<file path="src/rtl/blink.sv">
// Clock-divider LED blinker: divides the input clock down to a 50%-duty square
// wave at OUT_FREQ_HZ, toggling a registered output every HALF_PERIOD clocks.
module blink #(
    parameter int CLK_FREQ_HZ = 100_000_000,
    parameter int OUT_FREQ_HZ = 1,
    localparam int HALF_PERIOD = (OUT_FREQ_HZ > 0) ? CLK_FREQ_HZ / (2 * OUT_FREQ_HZ) : 1,
    localparam int CNT_W = $clog2(HALF_PERIOD)
) (
    input  logic i_clk_100MHz,
    input  logic i_rst_n,
    output logic o_clk_1Hz
);

    // HALF_PERIOD=1 gives CNT_W=0; keep one counter bit so the logic stays legal.
    localparam int CTR_W = (CNT_W > 0) ? CNT_W : 1;
    localparam logic [CTR_W-1:0] LAST = CTR_W'(HALF_PERIOD - 1);

    if (OUT_FREQ_HZ < 1) begin : g_bad_out_freq
        $fatal(1, "blink: OUT_FREQ_HZ must be at least 1");
    end
    if (CLK_FREQ_HZ < 2 * OUT_FREQ_HZ) begin : g_bad_ratio
        $fatal(1, "blink: CLK_FREQ_HZ must be at least 2*OUT_FREQ_HZ");
    end
    if ((OUT_FREQ_HZ >= 1) && (CLK_FREQ_HZ % (2 * OUT_FREQ_HZ) != 0)) begin : g_bad_divisor
        $fatal(1, "blink: CLK_FREQ_HZ must be divisible by 2*OUT_FREQ_HZ");
    end

    logic [CTR_W-1:0] counter;

    always_ff @(posedge i_clk_100MHz or negedge i_rst_n) begin
        if (!i_rst_n) begin
            counter   <= '0;
            o_clk_1Hz <= 1'b0;
        end else if (counter == LAST) begin
            counter   <= '0;
            o_clk_1Hz <= ~o_clk_1Hz;
        end else begin
            counter   <= counter + CTR_W'(1);
        end
    end

endmodule

</file>
<file path="config.mk">
export PLATFORM = sky130hd
export DESIGN_NAME = blink
export DESIGN_NICKNAME = d
export VERILOG_FILES = /design/src/rtl/blink.sv
export SDC_FILE = /design/constraint.sdc
export NUM_CORES = 1
export LEC_CHECK = 0
export ABC_AREA = 1
export BUFFER_PORTS_ARGS = -buffer_cell sky130_fd_sc_hd__buf_2
export CAP_MARGIN = 10
export CELL_PAD_IN_SITES_DETAIL_PLACEMENT = 1
export CELL_PAD_IN_SITES_GLOBAL_PLACEMENT = 1
export CORE_MARGIN = 3
export CORE_UTILIZATION = 30
export CTS_CLUSTER_DIAMETER = 40
export CTS_CLUSTER_SIZE = 14
export DETAILED_ROUTE_END_ITERATION = 8
export HOLD_SLACK_MARGIN = 0.15
export PLACE_DENSITY = 0.63
export SLEW_MARGIN = 20
export SYNTH_ARGS = -nofsm -noshare
export SYNTH_HDL_FRONTEND = slang
export SYNTH_SLANG_ARGS = --single-unit
</file>
<file path="constraint.sdc">
create_clock -name i_clk_100MHz -period 2.2 [get_ports i_clk_100MHz]
set_input_delay 0.33 -clock i_clk_100MHz [delete_from_list [all_inputs] [get_ports i_clk_100MHz]]
set_output_delay 0.33 -clock i_clk_100MHz [all_outputs]
set_load 0.005 [all_outputs]
</file>
[Word level (Yosys, flattened, before mapping)]
Cells that the tools add are included.
Word-level totals
  register bits: 27
  input bits: 2
  output and inout port bits: 1
Operators by class
  $add $sub $neg: 1
  equality and inequality tests: 1
  muxes and demuxes: 1
  bitwise gates (word level): 1
Operators by type and width (count)
  26-bit by 1-bit adder with 26-bit output, second input constant: 1
  26-bit equality test, second input constant: 1
  26-bit 2-to-1 mux: 1
  1-bit inverter: 1

[Logic depth before layout (Yosys ltp)]
Gate-level depths: netlist of the first run.
  word-level depth: 2
  mapped depth: 9

[Worst setup path after synthesis of the first run]
No wires, ideal clock.
  path kind: register to register
  from: register counter[0]
  to: register counter[12]
  setup time: 0.118 ns
  arrival time: 1.209 ns
  required time: 2.082 ns
  path slack: 0.873 ns
  cell stages (with the launch flop): 9
  path buffers: 0
  path through: dfrtp_1 -> ha_1 -> nand2_1 -> nor2_4 -> nand3_1 -> nor2_2 -> nand2_4 -> inv_4 -> nor2_1
On the way
  longest elaborated chain between the ends: 2
  elaborated cells on any way between the ends: 3
  classes of those cells: add/sub: 1; eq/ne: 1; mux: 1
Ends and longest elaborated chain
  start: declaration: RTL line 28  | logic [CTR_W-1:0] counter;
  start signal: assignment: RTL line 38  | counter <= counter + CTR_W'(1);
  26-bit by 1-bit adder with 26-bit output or 26-bit equality test (tied branches): RTL line 38, 34
  26-bit 2-to-1 mux *: RTL line 34  | end else if (counter == LAST) begin
Every way passes the cells marked *; elsewhere a longest branch is shown, timed or not.
A chain may end at the register's enable or synchronous reset.

[Worst setup path after layout of the first run]
Same ends and word-level chain as after synthesis.

==> impl_metrics.json, run 1 <==
{
  "cts_made_buffers": 3,
  "top_layer": "met4",
  "worst_pin_slew_ps": 614.5,
  "antenna_found_initial": 0,
  "htreeDepth": 1,
  "synthArstFlopShare": 1.000,
  "rows": 25,
  "multi_input_area_um2": 735.7,
  "grt_max_degree": 28,
  "synthAdderAreaFrac": 0.008319,
  "nets": 214,
  "ios": 3,
  "synth_top_family_by_area": "simple AND/OR/NAND/NOR gates",
  "cts_tree": "done",
  "critPathKind": "reg2reg",
  "met1_length_um": 1785,
  "wl_um": 3397,
  "holdPathStages": 1,
  "die_width_um": 76.81,
  "synthTopCellsByCount": "nand2_1, nor2_1, dfrtp_1",
  "via_count": 1219,
  "syn_area_mm2": 0.001504,
  "yosysWarnings": 0,
  "peakVddDrop_mv": 0.1776,
  "synthesis.instances": 203,
  "tns_ps": 0,
  "syn_area_per_cell_um2": 7.409,
  "port_buffers": 2,
  "drv_cap": 0,
  "yosysMostFrequentCell": "nand2_1",
  "hold_ws_ps": 482.6,
  "worstSkewPairLatency_ps": 270,
  "grt.total_usage": 0.1324,
  "grt.overflow.total": 0,
  "fin_crit_sh": 0.6994,
  "ys_ff_latch": 27,
  "synth_compound_area_frac": 0.03161,
  "holdPathEnd": "counter[0]$_DFF_PN0_",
  "crit_fanout": 9,
  "drive_above_1_share": 0.07619,
  "r2r-end": "counter[12]$_DFF_PN0_",
  "synthMuxAreaShare": 0,
  "hold_viol": 0,
  "grt_pass1_wl_um": 6182,
  "synth_cell_types": 17,
  "coreArea_mm2": 0.004786,
  "numClockSinks": 27,
  "p_leak_nw": 0.7928,
  "first_global_vias": 1293,
  "finalMaxSlewViolations": 0,
  "firstDrtPassIters": 4,
  "diodes": 0,
  "fin_cells": 277,
  "min_from": "counter[0]$_DFF_PN0_",
  "path_clk_slew_ps": 90,
  "synth_largest_area_cell": "dfrtp_1",
  "r2r_cells": 8,
  "postPlaceCellArea_mm2": 0.001598,
  "hp-class": "reg2reg",
  "status": "complete, no violations",
  "drt_iter0_markers": 28,
  "crit_arrival_ps": 1710,
  "fillCellCount": 608,
  "cts_resized": 0,
  "timing.rr.start": "counter[0]$_DFF_PN0_",
  "finish.utilization": 0.3454,
  "post-route-drc-count": 0,
  "start_util": 0.3142,
  "placed_cells": 272,
  "ys.flop_type": "dfrtp_1",
  "syn-num-nets": 206,
  "regArea_um2": 675.6,
  "root_buffer": "clkbuf_8",
  "yosysSeqAreaShare": 0.4493,
  "die-height_um": 76.81,
  "pwr_density_cell_mw_per_mm2": 482.8,
  "startpoint_type": "flop",
  "wl_met2_um": 1509,
  "synthXorXnorAreaFrac": 0.07571,
  "min_period_ps": 1539,
  "avgViaCountPerCell": 4.401,
  "fmax_mhz": 649.9,
  "die-area_mm2": 0.005899,
  "globalplace.congestion": 0.7794,
  "reg2reg_slack_ps": 660,
  "synth_edf_count": 0,
  "post-cts-setup-buffers": 0,
  "rsz0062_at_grt": "no",
  "design_area_mm2": 0.001653,
  "avgRoutedWirePerCell_um": 12.26,
  "skew_ps": 2.958,
  "area_growth_pct": 9.901,
  "final_antenna_net_count": 0,
  "slew_headroom": 0.5903,
  "crit_required_ps": 2370,
  "synth.top_cell.area_share": 0.4493,
  "synthTopCellsByArea": "dfrtp_1, nand2_1, nor2_1",
  "dp_hpwl_um": 2630,
  "synth-simple-area-share": 0.3735,
  "met3WireLength_um": 55,
  "setup_violations": 0,
  "clockBufferDepth": 2,
  "end_kind": "flop"
}
==> cell families (layout without fill, tap and decap cells) <==
| family | count (synthesis) | in the layout |
|---|---|---|
| AO/OA/AOI/OAI | 8 | 8 |
| XOR/XNOR | 13 | 13 |
| adder cells (fa/ha/maj) | 1 | 1 |
| buffers and inverters | 24 | 31 |
| flip-flops | 27 | 27 |
| AND/OR/NAND/NOR | 130 | 130 |
==> registers in the layout, indices dropped and copies added, names as in the netlist <==
register	cells
counter	26
o_clk_1Hz	1
==> cell usage in the layout, fill, tap and decap left out, types with 3 or more instances in the layout <==
cell | synthesis | final
nor2_1 | 45 | 45
nand3_1 | 12 | 12
o21bai_1 | 3 | 3
clkbuf_8 | 0 | 3
nand2_1 | 59 | 59
dfrtp_1 | 27 | 27
a21oi_1 | 5 | 5
nor2_4 | 3 | 3
inv_1 | 23 | 23
nor2_2 | 5 | 5
xor2_1 | 11 | 11
nand3b_1 | 3 | 3
==> worst max path at each step <==
stage,from,to,cells past startpoint
3_3_place_gp,counter[0]$_DFF_PN0_,counter[12]$_DFF_PN0_,8
2_1_floorplan,counter[0]$_DFF_PN0_,counter[12]$_DFF_PN0_,8
6_report,counter[0]$_DFF_PN0_,counter[12]$_DFF_PN0_,8
5_1_grt,counter[0]$_DFF_PN0_,counter[22]$_DFF_PN0_,8
3_5_place_dp,counter[0]$_DFF_PN0_,counter[5]$_DFF_PN0_,8
4_1_cts,counter[0]$_DFF_PN0_,counter[5]$_DFF_PN0_,8
==> routing by layer <==
layer  GRT usage  vias to the layer above
li1            -                      628
met2      0.2082                       10
met1      0.1825                      577
met4     0.04891                        0
met3     0.02113                        4
met5           0                        -
==> power breakdown <==
part           internal (mW)  switching (mW)  leakage (nW)
Sequential             0.496               0         0.363
Combinational        0.00179         0.00973         0.407
Clock                  0.130           0.161        0.0228
==> repair_timing <==
item,4_1_cts,5_1_grt
setup endpoints to repair,0,0
endpoints found under the hold margin,27,0
hold buffers,1,0
==> through the flow <==
step                      setup slack [ps]  power, mW
after floorplan                      873.0     0.5058
after detailed placement             654.4     0.5172
after CTS                            638.7     0.8203
after global placement               723.4     0.5168
after global routing                 468.0     0.8504
final                                661.4     0.7980
==> area by class of cell <==
cell class                      count  share of cell area
Clock buffer                        4             0.02725
Inverter                           24             0.05602
Multi-Input combinational cell    152              0.4451
Sequential cell                    27              0.4088
Tap cell                           67             0.05072
Timing Repair Buffer                3             0.01211
==> critical path: stages (launching register included) <==
cell and delay (ps):
dfrtp_1 390, ha_1 200, nand2_1 100, nor2_4 150, nand3_1 120, nor2_2 170, nand2_4 120, inv_4 120
nor2_1 50
Note: power is estimated with default switching activity, not from simulation.
==> inputs of run 2 (changes only) <==
- ABC_AREA: 1 -> 0
- PLACE_DENSITY: 0.63 -> 0.62
- clock period: 2.2 -> 1.4 ns (I/O delays scaled with it)
==> impl_metrics.json, run 2 <==
{
  "drt_iter0_markers": 43,
  "die-area_mm2": 0.005346,
  "final_antenna_net_count": 0,
  "synthesis.instances": 127,
  "cpPeakStageDelay_ps": 530,
  "worstSkewPairLatency_ps": 280,
  "root_buffer": "clkbuf_8",
  "yosysMostFrequentCell": "dfrtp_1",
  "cp_cell_sequence": "buf_4 -> and4_4 -> nand4_4 -> or4b_4 -> a21oi_2",
  "rows": 23,
  "slowest_stage": "or4b_4",
  "fillCellCount": 450,
  "wl_um": 4114,
  "htreeDepth": 1,
  "yosysSeqAreaShare": 0.5000,
  "regMostFlops": "counter",
  "grt_max_degree": 28,
  "hp-class": "reg2reg",
  "min_period_ps": 1649,
  "status": "complete, but fails checks",
  "post-route-drc-count": 0,
  "avgViaCountPerCell": 5.238,
  "synthArstFlopShare": 1.000,
  "final_cell_mix": "buf_4, dfrtp_1, nand2_1, xor2_1, a21oi_2",
  "drv_cap": 0,
  "crit_fanout": 7,
  "placed_cells": 214,
  "path_clk_slew_ps": 100,
  "cts_made_buffers": 3,
  "fin_crit_sh": 1.178,
  "finish.utilization": 0.4861,
  "yosysWarnings": 0,
  "end_kind": "flop",
  "die-height_um": 73.12,
  "nets": 185,
  "pwr_density_cell_mw_per_mm2": 621.6,
  "synthTopCellsByCount": "dfrtp_1, nand2_1, xor2_1",
  "ios": 3,
  "finalMaxSlewViolations": 0,
  "skew_ps": 8.489,
  "setup_ws_ps": -249.1,
  "antenna_found_initial": 0,
  "firstDrtPassIters": 4,
  "grt.overflow.total": 0,
  "synth_cell_types": 33,
  "die_width_um": 73.12,
  "numClockSinks": 27,
  "crit_required_ps": 1610,
  "ys.flop_type": "dfrtp_1",
  "first_global_vias": 1347,
  "ys_ff_latch": 27,
  "avgRoutedWirePerCell_um": 17.81,
  "crit_arrival_ps": 1860,
  "synth_edf_count": 0,
  "syn-num-nets": 130,
  "syn_area_per_cell_um2": 10.64,
  "hold_viol": 0,
  "startpoint_type": "flop",
  "setup_violations": 21,
  "via_count": 1210,
  "top_regs": "counter (26), o_clk_1Hz (1)",
  "final_common_cell": "buf_4",
  "p_total_mw": 1.261,
  "cts_tree": "done",
  "clockBufferDepth": 2,
  "hold_ws_ps": 468.2,
  "fin_cells": 231,
  "synthTopCellsByArea": "dfrtp_1, xor2_1, and4_1",
  "rsz0062_at_grt": "yes",
  "start_util": 0.3238,
  "coreArea_mm2": 0.004173,
  "fmax_mhz": 606.4,
  "syn_area_mm2": 0.001351,
  "drive_above_1_share": 0.5138,
  "grt.total_usage": 0.1649,
  "globalplace.congestion": 0.8034,
  "synth_largest_area_cell": "dfrtp_1",
  "dp_hpwl_um": 2806,
  "violations": "negative setup slack",
  "port_buffers": 2,
  "peakVddDrop_mv": 0.4798,
  "diodes": 0,
  "area_growth_pct": 50.09,
  "slew_headroom": 0.5791,
  "grt_pass1_wl_um": 6520,
  "critPathKind": "reg2reg",
  "p_leak_nw": 0.8948,
  "largest_reg_flops": 26,
  "worst_pin_slew_ps": 631.3,
  "synth.top_cell.area_share": 0.5000
}
-- run 2: final timing paths --
path,start,end,slack [ps],cells after the start
setup / recovery,counter[0]$_DFF_PN0_,counter[23]$_DFF_PN0_,-250,5
hold / removal,o_clk_1Hz$_DFFE_PN0N_,o_clk_1Hz$_DFFE_PN0N_,470,1
setup reg to reg,counter[0]$_DFF_PN0_,counter[23]$_DFF_PN0_,-250,5
hold reg to reg,o_clk_1Hz$_DFFE_PN0N_,o_clk_1Hz$_DFFE_PN0N_,470,1
max in group asynchronous,i_rst_n,counter[7]$_DFF_PN0_,500,2
min in group asynchronous,i_rst_n,counter[21]$_DFF_PN0_,480,2
-- run 2: power by group --
part / internal, mW / switching [mW]
Sequential: 0.779 / 0
Clock: 0.205 / 0.258
Combinational: 0.00281 / 0.0157
-- run 2: logic make-up (layout without fill, tap and decap cells) --
kind of cell / Yosys count / in the layout / share of synthesized area
simple gates: 60 / 60 / 0.2759
flops: 27 / 27 / 0.5000
xor+xnor: 17 / 17 / 0.1102
compound gates: 16 / 16 / 0.07315
buf+inv: 6 / 60 / 0.03148
fa+ha+maj: 1 / 1 / 0.009258
-- run 2: metrics by stage --
| stage | TNS (ps) | setup slack, ps | cell area [um^2] |
|---|---|---|---|
| after floorplan | -4028 | -291.0 | 1388 |
| after global placement | -3369 | -250.1 | 1709 |
| after detailed placement | -4468 | -318.1 | 1709 |
| after CTS | -3075 | -221.5 | 1986 |
| after global routing | -5201 | -338.4 | 2028 |
| final | -3638 | -249.1 | 2028 |
-- run 2: final cells by class --
type	count	area, um^2	share of cell area
Clock buffer	4	45.04	0.02221
Inverter	2	7.507	0.003701
Timing Repair Buffer	54	429.2	0.2116
Tap cell	50	62.56	0.03085
Sequential cell	27	675.6	0.3331
Multi-Input combinational cell	94	808.3	0.3985
-- run 2: repair_timing --
item,in CTS,in global routing
pin swaps,13,2
gates resized for setup,34,10
setup endpoints to repair,22,23
hold buffers,1,0
setup buffers,12,1
endpoints found under the hold margin,27,0
-- run 2: routing by layer --
metal / up-vias / global-route usage / routed length (um)
met5: - / 0 / 0
met3: 11 / 0.03581 / 92
met4: 0 / 0.06557 / 118
met2: 14 / 0.2989 / 2222
li1: 572 / - / -
met1: 613 / 0.1851 / 1681
-- run 2: critical path: cells and delay by family (launching register included) --
kind | cells | cell delay, ps
AOI/OAI and AO/OA | 1 | 170
DFF | 1 | 370
buffers and inverters | 1 | 120
and+or+nand+nor | 3 | 930
